[src/rtl/pipe_hazard_ctrl.sv]
// Pipeline hazard controller: turns load-use, redirect and memory-busy requests
// into per-stage hold/flush controls, parks redirects across data-memory stalls.
module pipe_hazard_ctrl #(
   parameter int unsigned PC_W  = 64,
   parameter int unsigned CNT_W = 32
) (
   input  logic             clk,
   input  logic             rst_n,
   input  logic             load_use_stall,
   input  logic             redirect_valid,
   input  logic [PC_W-1:0]  redirect_pc,
   input  logic             imem_busy,
   input  logic             dmem_busy,
   output logic             pc_hold,
   output logic             pc_load,
   output logic [PC_W-1:0]  pc_target,
   output logic             ifid_hold,
   output logic             ifid_flush,
   output logic             idex_hold,
   output logic             idex_flush,
   output logic             exmem_hold,
   output logic             memwb_bubble,
   output logic [CNT_W-1:0] stall_cnt,
   output logic [CNT_W-1:0] flush_cnt
);

   typedef enum logic [0:0] {RUN, MEM_WAIT} state_t;

   state_t            state_q, state_nxt;
   logic              pend_valid_q, pend_valid_nxt;
   logic [PC_W-1:0]   pend_pc_q, pend_pc_nxt;
   logic [CNT_W-1:0]  stall_q, flush_q;
   logic              run_eval;

   // State, pending redirect and saturating counters
   always_ff @(posedge clk or negedge rst_n) begin
      if (!rst_n) begin
         state_q      <= RUN;
         pend_valid_q <= 1'b0;
         pend_pc_q    <= '0;
         stall_q      <= '0;
         flush_q      <= '0;
      end else begin
         state_q      <= state_nxt;
         pend_valid_q <= pend_valid_nxt;
         pend_pc_q    <= pend_pc_nxt;
         if (pc_hold && !pc_load && (stall_q != {CNT_W{1'b1}}))
            stall_q <= stall_q + CNT_W'(1);
         if (pc_load && (flush_q != {CNT_W{1'b1}}))
            flush_q <= flush_q + CNT_W'(1);
      end
   end

   // Next state and per-stage controls
   always_comb begin
      state_nxt      = state_q;
      pend_valid_nxt = pend_valid_q;
      pend_pc_nxt    = pend_pc_q;
      run_eval       = 1'b0;
      pc_hold        = 1'b0;
      pc_load        = 1'b0;
      pc_target      = '0;
      ifid_hold      = 1'b0;
      ifid_flush     = 1'b0;
      idex_hold      = 1'b0;
      idex_flush     = 1'b0;
      exmem_hold     = 1'b0;
      memwb_bubble   = 1'b0;

      case (state_q)
         RUN: begin
            if (dmem_busy) begin
               pc_hold      = 1'b1;
               ifid_hold    = 1'b1;
               idex_hold    = 1'b1;
               exmem_hold   = 1'b1;
               memwb_bubble = 1'b1;
               state_nxt    = MEM_WAIT;
               if (redirect_valid) begin
                  pend_valid_nxt = 1'b1;
                  pend_pc_nxt    = redirect_pc;
               end
            end else begin
               run_eval = 1'b1;
            end
         end
         MEM_WAIT: begin
            if (dmem_busy) begin
               pc_hold      = 1'b1;
               ifid_hold    = 1'b1;
               idex_hold    = 1'b1;
               exmem_hold   = 1'b1;
               memwb_bubble = 1'b1;
               // first redirect seen during the stall wins; later ones are squashed
               if (!pend_valid_q && redirect_valid) begin
                  pend_valid_nxt = 1'b1;
                  pend_pc_nxt    = redirect_pc;
               end
            end else begin
               state_nxt = RUN;
               if (pend_valid_q) begin
                  pc_load        = 1'b1;
                  pc_target      = pend_pc_q;
                  ifid_flush     = 1'b1;
                  idex_flush     = 1'b1;
                  pend_valid_nxt = 1'b0;
               end else begin
                  run_eval = 1'b1;
               end
            end
         end
      endcase

      // Normal-flow priority: redirect squashes everything younger than EX
      if (run_eval) begin
         if (redirect_valid) begin
            pc_load    = 1'b1;
            pc_target  = redirect_pc;
            ifid_flush = 1'b1;
            idex_flush = 1'b1;
         end else if (load_use_stall) begin
            pc_hold    = 1'b1;
            ifid_hold  = 1'b1;
            idex_flush = 1'b1;
         end else if (imem_busy) begin
            pc_hold    = 1'b1;
            ifid_flush = 1'b1;
         end
      end

      if (!rst_n) begin
         pc_hold      = 1'b0;
         pc_load      = 1'b0;
         pc_target    = '0;
         ifid_hold    = 1'b0;
         ifid_flush   = 1'b0;
         idex_hold    = 1'b0;
         idex_flush   = 1'b0;
         exmem_hold   = 1'b0;
         memwb_bubble = 1'b0;
      end
   end

   assign stall_cnt = stall_q;
   assign flush_cnt = flush_q;

endmodule

[config.mk]
export PLATFORM = sky130hd
export DESIGN_NAME = pipe_hazard_ctrl
export DESIGN_NICKNAME = d
export VERILOG_FILES = /design/src/rtl/pipe_hazard_ctrl.sv
export SDC_FILE = /design/constraint.sdc
export NUM_CORES = 1
export LEC_CHECK = 0
export ABC_CLOCK_PERIOD_IN_PS = 2250
export CELL_PAD_IN_SITES_DETAIL_PLACEMENT = 1
export CELL_PAD_IN_SITES_GLOBAL_PLACEMENT = 2
export CORE_ASPECT_RATIO = 0.75
export CORE_MARGIN = 2
export CORE_UTILIZATION = 25
export DETAILED_ROUTE_END_ITERATION = 12
export GPL_TIMING_DRIVEN = 0
export PLACE_DENSITY = 0.77
export SLEW_MARGIN = 20
export SYNTH_ARGS = -nofsm -noshare
export SYNTH_HDL_FRONTEND = slang
export SYNTH_SLANG_ARGS = --single-unit
[constraint.sdc]
create_clock -name clk -period 2.25 [get_ports clk]
set_input_delay 0.225 -clock clk [delete_from_list [all_inputs] [get_ports clk]]
set_output_delay 0.225 -clock clk [all_outputs]
set_load 0.02 [all_outputs]
## Word level (Yosys, flattened, before mapping)

Cells that the tools add are included.

| storage, ports and cells | value |
|---|---|
| register bits | 130 |
| latch bits | 0 |
| bits in writable memories | 0 |
| memory bits (read-only) | 0 |
| output and inout bits | 136 |
| word-level logic and storage cells | 69 |
| memories | 0 |

| cells by class | value |
|---|---|
| add/sub/neg operators | 2 |
| multipliers | 0 |
| div/mod/pow operators | 0 |
| magnitude comparators | 0 |
| equal/unequal tests | 7 |
| shifts and indexed selects | 0 |
| muxes and demuxes | 46 |
| bitwise operators | 1 |
| reduce and logical (&&, ||, !) cells | 8 |

Operators with widths:

| kind | count |
|---|---|
| 64-bit two-way mux | 10 |
| 64-bit one-hot mux with 2 select lines | 1 |
| 32-bit by 1-bit adder with 32-bit output, second input constant | 2 |
| 32-bit inequality test, second input constant | 2 |
| 1-bit two-way mux | 33 |
| 2-bit inequality test, second input constant | 3 |
| 1-bit logical AND | 4 |
| 1-bit one-hot mux with 2 select lines | 2 |
| 4-bit AND reduction | 1 |
| 3-bit by 2-bit inequality test with 1-bit output, second input constant | 1 |
| 3-bit AND reduction | 1 |
| 1-bit zero test | 2 |
| 2-bit by 1-bit inequality test with 1-bit output, second input constant | 1 |
| 1-bit NOT | 1 |

## Logic depth before layout (Yosys ltp)

| depth | value |
|---|---|
| depth in word-level cells | 9 |
| gate-level depth with buffers | 7 |
| gate-level depth less buffers | 6 |

## Least setup slack after synthesis

Ideal clock, no wire load.

| timing path | value |
|---|---|
| kind | register -> register |
| start | register flush_q[18], in the netlist flush_cnt[18] |
| end | register flush_q[1], in the netlist flush_cnt[1] |
| library setup time | 0.125 ns |
| arrival time | 2.007 ns |
| required time | 2.125 ns |
| slack | 0.118 ns |
| cell stages (with the launch flop) | 6 |
| clock period less this slack | 2.132 ns |
| path through | dfrtp_1 > nand4_1 > nor4_4 > nand4_1 > nand2_1 > mux2_2 |

| between the ends | value |
|---|---|
| word-level cells in the longest chain between the ends | 2 |

RTL lines:

| what | RTL line | source |
|---|---|---|
| start, declared | 32 | `logic [CNT_W-1:0] stall_q, flush_q;` |
| start signal, assigned | 50 | `flush_q <= flush_q + CNT_W'(1);` |
| 32-bit inequality test | 49 | `if (pc_load && (flush_q != {CNT_W{1'b1}}))` |
| 1-bit logical AND | 49 |  |

Every way passes these cells.
A chain may end at the register's enable or synchronous reset.

## Worst setup path after layout

| timing path | value |
|---|---|
| start | input port redirect_valid |
| end | output port pc_target[43] |

| between the ends | value |
|---|---|
| word-level cells in the longest chain between the ends | 3 |

RTL lines:

| what | RTL line | source |
|---|---|---|
| start, declared | 10 | `input logic redirect_valid,` |
| 64-bit two-way mux | 116 | `if (redirect_valid) begin` |
| 64-bit two-way mux | 115 | `if (run_eval) begin` |
| 64-bit two-way mux | 131 | `if (!rst_n) begin` |
| end, declared | 16 | `output logic [PC_W-1:0] pc_target,` |

Every way passes these cells.

==> results.json <==
{
  "grt_max_degree": 35,
  "ys_seq_area_share_pct": 49.1,
  "ir_drop_uv": 613,
  "drc": 0,
  "final-setup-viol-count": 1,
  "cp_data_arrival_time_ns": 2.03,
  "cts_buffers": 17,
  "cap_violations": 0,
  "ys_ff_latch": 130,
  "ys.flop_type": "dfrtp_1",
  "yosysWarnings": 0,
  "min_period_over_period_pct": 100,
  "core-area_um2": 26000,
  "post-route-worst-setup-slack_ns": -0.00760,
  "antenna_found_initial": 1,
  "final_nets": 936,
  "power.density_nw_per_um2": 721,
  "startpoint_type": "primary input",
  "yosys.area.top_type": "dfrtp_1",
  "num-fill-cells": 2869,
  "dp_hpwl_mm": 15.3,
  "grt_overflow_total": 0,
  "syn_to_final_growth_pct": 57.8,
  "viasPerCell": 4.81,
  "finalHoldViolations": 0,
  "post_dp_cell_area_um2": 9160,
  "drv_slew": 0,
  "fin_area_um2": 10500,
  "syn-cell-area_um2": 6630,
  "synth_edf_count": 0,
  "synth_top_area_share_pct": 49.1,
  "p_leak_nw": 4.31,
  "floorplan.die.height_um": 145,
  "clk_latency_ns": 0.43,
  "dieArea_um2": 27900,
  "comb_power_share_pct": 20.8,
  "async_reset_ff_share_pct": 100,
  "power_mw": 7.54,
  "numClockSinks": 130,
  "cts-root-buf": "clkbuf_16",
  "postLayoutCoreUtil_pct": 40.2,
  "start_util_pct": 25.5,
  "postRouteAntennaNets": 0,
  "p_sw_share_pct": 28.6,
  "hold_path_class": "primary input to flip-flop",
  "status": "complete, but fails checks",
  "wl_per_cell_um": 19.1,
  "place_congestion": 0.738,
  "clk_pin_slew_worst_paths_ns": 0.06,
  "cts_max_level": 4,
  "num_io_pins": 206,
  "dr.pass1.iters": 4,
  "power.switching_mw": 2.16,
  "grt_pass1_wl_mm": 35.3,
  "port_buffers": 205,
  "seq_power_share_pct": 39.1,
  "max_freq_mhz": 443,
  "dr.first_iter.drc_count": 210,
  "syn_avg_cell_area_um2": 11.1,
  "crit_fanout": 9,
  "worstPathRequired_ns": 2.03,
  "clockBufferDepth": 2,
  "rows": 51,
  "crit_path_end_kind": "output port",
  "p_int_mw": 5.38,
  "slew-limit-headroom_pct": 46.3,
  "clockPowerShare_pct": 40.0,
  "skew_ns": 0.00916,
  "die_w_um": 192,
  "holdWs_ns": 0.305,
  "netlist_instances": 596,
  "cts_tree": "yes",
  "violations": "setup timing",
  "drive_gt1_share_pct": 31.7,
  "rsz0062_at_grt": "true",
  "num_vias": 5876,
  "wl_mm": 23.3,
  "period_needed_ns": 2.26,
  "synth_area_leaders": "dfrtp_1, mux2_2, a22oi_1",
  "worstSetupPathType": "primary input to output port",
  "track_usage_pct": 16.4,
  "yosysUniqueCellTypes": 46,
  "grt_pass1_vias": 6057,
  "r2r_setup_slack_ns": 0.11,
  "synth_nets": 668,
  "worst_pin_slew_ns": 0.802
}
==> cell type report <==
cell class	instances	area [µm²]	area share [%]
Inverter	6	26.3	0.251
Sequential cell	130	3260	31.2
Clock buffer	17	425	4.07
Buffer	28	265	2.54
Tap cell	344	430	4.11
Antenna cell	1	2.50	0.0239
Multi-Input combinational cell	430	3420	32.7
Clock inverter	15	206	1.97
Timing Repair Buffer	251	2420	23.2
==> path summary, 6_finish.rpt <==
path                            endpoint  cells after the start      startpoint
max in group asynchronous   stall_cnt[7]                      4           rst_n
hold reg to reg            flush_cnt[30]                      1   flush_cnt[30]
setup / recovery           pc_target[43]                      9  redirect_valid
min in group asynchronous   pend_pc_q[1]                      3           rst_n
hold / removal                   state_q                      1       dmem_busy
setup reg to reg           pend_pc_q[23]                      6         state_q
==> worst max-delay path: stages <==
cell and delay (ns):
clkdlybuf4s50_1 0.57, inv_2 0.10, a211oi_4 0.28, buf_6 0.23, clkbuf_16 0.17, buf_6 0.09
a22oi_2 0.09, nor2b_1 0.12, buf_4 0.15
==> timing repair <==
action                     in CTS  in global routing
setup endpoints to repair     156                 84
gates cloned                    3                  6
gates resized for setup       375                 49
hold endpoints to repair       79                  0
hold buffers                    8                  0
pin swaps                       7                 10
setup buffers                  15                 15
==> layer usage <==
metal	wire length [µm]	GRT usage [%]	vias up	share of wire (%)
met5	0	0	-	0
met4	187	3.66	0	0.80
met3	1200	3.82	14	5.1
met2	10300	24.2	168	44
met1	11600	24.3	2955	50
li1	-	-	2739	-
==> cell usage in the layout, fill, tap and decap left out, drive strengths merged, types with 4 or more instances in the layout <==
master | Yosys | routed
xnor2 | 37 | 37
xor2 | 19 | 19
clkdlybuf4s50 | 0 | 133
and2 | 5 | 5
nor2b | 66 | 66
a21oi | 9 | 9
nor4 | 12 | 12
dlygate4sd3 | 0 | 4
clkinv | 0 | 6
nand3 | 26 | 26
and3 | 11 | 12
nor2 | 14 | 14
a22oi | 64 | 64
dfrtp | 130 | 130
buf | 3 | 108
inv | 6 | 8
bufinv | 0 | 4
nand2 | 22 | 22
nand4 | 26 | 26
and4 | 8 | 8
nor3 | 9 | 9
mux2 | 66 | 66
clkbuf | 28 | 43
==> cells in the mapped netlist, drive strengths merged (3+ instances only) <==
cell type,count
a211oi,3
a21oi,9
a22oi,64
a31oi,3
a41oi,3
and2,5
and3,11
and4,8
buf,3
clkbuf,28
dfrtp,130
inv,6
mux2,66
nand2,22
nand2b,3
nand3,26
nand4,26
nor2,14
nor2b,66
nor3,9
nor4,12
or3,3
or4,3
xnor2,37
xor2,19
==> state kept, by name, indices dropped and copies added, names as in the netlist <==
name and flops:
pend_pc_q 64, flush_cnt 32, stall_cnt 32, state_q 1, pend_valid_q 1
==> power groups by stage <==
stage          sequential (mW)  clock [mW]  combinational (mW)
6_report                  2.95        3.02                1.57
5_1_grt                   3.01        3.20                1.69
4_1_cts                   2.94        3.11                1.53
3_5_place_dp              2.97           0                1.44
3_3_place_gp              2.96           0                1.41
2_1_floorplan             3.04           0               0.639
==> kinds of logic (layout without fill, tap and decap cells) <==
family	Yosys count	count (layout)	synth area share, %
adders and majority gates	2	2	0.377
muxes	67	67	11.4
buffers and inverters	37	317	2.32
and+or+nand+nor	216	217	19.4
xor gates and xnor gates	56	56	7.40
DFF	130	130	49.1
AOI/OAI and AO/OA	88	88	10.1
other	0	1	0
==> metrics by stage <==
step,TNS (ns),cells,setup WS [ns]
after floorplan,0,596,0.118
after global placement,-1390.71,1145,-5.73
after detailed placement,-124.58,1147,-1.15
after CTS,-1.74,1204,-0.127
after global routing,-1.77,1221,-0.113
final,-0.00760,1222,-0.00760
No activity file was read; power rests on OpenSTA's default activity.
==> RTL change 1 (config.mk and constraints unchanged) <==
`CNT_W`: 32 -> 48.
--- a/src/rtl/pipe_hazard_ctrl.sv
+++ b/src/rtl/pipe_hazard_ctrl.sv
@@ -3,5 +3,5 @@
 module pipe_hazard_ctrl #(
    parameter int unsigned PC_W  = 64,
-   parameter int unsigned CNT_W = 32
+   parameter int unsigned CNT_W = 48
 ) (
    input  logic             clk,
Interface: changed (resized flush_cnt and stall_cnt); port bits go from 206 to 238. No check against the original RTL was run, so the function may have changed too.
==> RTL change 1 against the original RTL <==
Power increased by 13%. Synthesized area increased by 23%. Routed wire length increased by 25%. Sequential cell count increased by 32. Die area increased by 23%. The flow still finishes with violations (negative setup slack). Setup slack got worse by 0.0018 ns. Critical path depth decreased by 2. Sequential power increased by 19%. Final area increased by 23%.
==> RTL change 1: results <==
[synth]
synth_nets = 841
synth_xor_area_frac = 0.0964
synth_compound_area_frac = 0.0739
synthMuxAreaShare = 0.0934

[cells_and_area]
num-fill-cells = 3574
post_route_cells_drive_above_1_share = 0.316
diodes = 0
multiInputCombCellCount = 557
fin_nets = 1159
buffer_area_frac = 0.245
n_all_buffers = 335

[sta]
whs_ns = 0.295
setup_ws_ns = -0.00944
final-setup-viol-count = 1
min_period_ns = 2.26

[status]
outcome = complete, but fails checks
violations = negative setup slack

[setup_path]
worstPathMaxFanout = 5
rr_endpoint = stall_cnt[9]
rr_startpoint = stall_cnt[33]
crit_slowest_cell = or4_4

[placement]
post-place-ws_ns = -1.11
gp_congestion = 0.767
placed_area_sq_um = 11200

[route]
met2RoutedLength_mm = 13.3
drt-met1-wl_mm = 14.1

[pwr]
p_int_w = 0.00610

[die]
nWellTaps = 442

[global_route]
grt_pass1_wl_mm = 43.8
antenna_found_initial = 2

[cts]
cts_num_sinks = 162
-- RTL change 1: cell types whose count changed in the layout (fill, tap and decap cells not counted), moves of 16 or more --
cell and change:
clkdlybuf4s50_1 +34, dfrtp_1 +16, nand2_1 +28, nand3_1 +19, xnor2_1 +21, dfrtp_2 +16
-- RTL change 1: stage by stage --
| step | setup TNS (ns) | std cells | utilization |
|---|---|---|---|
| 5_1_grt | -2.53 | 1540 | 0.398 |
| 4_1_cts | -0.556 | 1513 | 0.374 |
| 6_report | -0.00944 | 1540 | 0.398 |
| 3_3_place_gp | -2221.27 | 1448 | 0.344 |
| 2_1_floorplan | 0 | 769 | - |
| 3_5_place_dp | -157.68 | 1451 | 0.346 |
-- RTL change 1: power by group through the flow --
stage	clock network [W]	logic [W]	registers, W
after floorplan	0	0.000709	0.00365
final	0.00313	0.00190	0.00351
after global routing	0.00335	0.00203	0.00356
after global placement	0	0.00155	0.00356
after detailed placement	0	0.00158	0.00358
after CTS	0.00322	0.00176	0.00349
==> RTL change 2 (same flow settings) <==
Made on the original files. Put one more register stage on the output `flush_cnt`, cleared by the reset. The value now appears one clock later. The other outputs are not delayed to match.
--- a/src/rtl/pipe_hazard_ctrl.sv
+++ b/src/rtl/pipe_hazard_ctrl.sv
@@ -143,5 +143,11 @@
 
    assign stall_cnt = stall_q;
-   assign flush_cnt = flush_q;
+   always_ff @(posedge clk or negedge rst_n) begin
+      if (!rst_n) begin
+         flush_cnt <= '0;
+      end else begin
+         flush_cnt <= flush_q;
+      end
+   end
 
 endmodule
Behaviour: not the same (a bounded check fails within 4 cycles, from zero or initial values and one cycle with rst_n low).
==> RTL change 2 against the original RTL <==
The run ends with negative hold slack left. Setup slack better by 0.12 ns. Critical path depth down 4. Count of clock-buffer cells in the layout up 3. Synthesized area up 11%. Maximum frequency up 5.4%. Synthesized cell count up 5.7%. Utilization down 3.3 points. First-iteration DRC count down 20%. Routed wire length up 1.1%. Sequential cell count up 32. Power up 4.7%. Final area up 2.3%. Critical path type is now flop to output pin. Largest cell class is now flip-flops and latches.
==> RTL change 2: results <==
[status]
outcome = complete, but fails checks
violations = negative hold slack

[route]
route.met3.wl_mm = 1.18
highest_layer = met5
drt-met1-wl_mm = 11.5
via_count = 5852
routed_wl_mm = 23.6
met2RoutedLength_mm = 10.6

[sta]
fmax_mhz = 467
final.setup_skew_ns = 0.00827
whs_ns = -0.0158
worst_pin_slew_ns = 0.618
hold_viol_final = 20
final-setup-viol-count = 0

[cts]
cts_root_buf = clkbuf_16

[global_route]
grt_pass1_vias = 6167
antenna_found_initial = 2
grt_pass1_wl_mm = 36.9
met2_usage = 0.238
globalRouteMet3Util = 0.0367
track_usage = 0.155
grt_max_degree = 47

[setup_path]
rr_endpoint = flush_q[7]
crit_arrival_ns = 1.92
cpPeakStageDelay_ns = 0.47
cpLargestDelayFamily = simple AND/OR/NAND/NOR gates
r2r_slack_ns = 0.17
worstPathMaxFanout = 10

[synth]
synthCells = 630
synth.area.top_cells = dfrtp_1 (55%), mux2_2 (10%), a22oi_1 (6.5%)
synth_nets = 702
seq_area_frac_synth = 0.549

[pwr]
pg_comb_w = 0.00151
leakage_nw = 4.50
power_density_nw_per_um2 = 737
clock_power_w = 0.00284
finalPower_w = 0.00789

[cells_and_area]
fin_nets = 940
num-fill-cells = 3197
post_route_cells_drive_above_1_share = 0.249
diodes = 0
fin_cells = 1272

[placement]
post-place-ws_ns = -1.32
placed_area_sq_um = 9970
gp_congestion = 0.773
dp_hpwl_mm = 16.0
placed_cells = 1228

[worst_hold_path]
hp-class = input port to async pin
## RTL change 2: cell count changes in the layout (fill, tap and decap cells not counted), moves of 6 or more
cell / before / now
nand2_1: 22 / 29
a22oi_1: 44 / 64
a22oi_2: 20 / 0
buf_2: 11 / 50
buf_4: 81 / 21
nand3_1: 26 / 20
clkbuf_1: 7 / 13
dfrtp_1: 124 / 160
and4_1: 8 / 2
xnor2_1: 37 / 44
buf_6: 9 / 3
## RTL change 2: worst max path at each step
stage	cells after the start	to	startpoint
after floorplan	7	stall_cnt[5]	stall_cnt[0]
after global placement	6	idex_hold	rst_n
after detailed placement	7	memwb_bubble	rst_n
after CTS	9	pc_target[36]	dmem_busy
after global routing	5	pc_target[38]	state_q
final	5	pc_target[17]	state_q
## RTL change 2: repair_timing
action                                  CTS  global route
hold buffers                              6             0
buffers inserted                          2             1
resized for setup                       265            66
endpoints found under the setup margin   97           139
pin swaps                                 1             1
hold endpoints to repair                116             0
cloned                                    5             0
## RTL change 2: cells by family (layout without fill, tap and decap cells)
group / count (synthesis) / after routing / share of synthesized area
adders and majority gates: 2 / 2 / 0.00339
and+or+nand+nor: 215 / 215 / 0.169
xor gates and xnor gates: 58 / 58 / 0.0688
buffers and inverters: 42 / 292 / 0.0239
DFF: 162 / 162 / 0.549
AOI/OAI and AO/OA: 84 / 84 / 0.0839
muxes: 67 / 67 / 0.102
## RTL change 2: layout make-up
cell class / instances / area share
Inverter: 8 / 0.00292
Multi-Input combinational cell: 426 / 0.305
Clock buffer: 20 / 0.0427
Clock inverter: 11 / 0.00970
Sequential cell: 162 / 0.379
Buffer: 33 / 0.0200
Timing Repair Buffer: 220 / 0.195
Tap cell: 392 / 0.0458
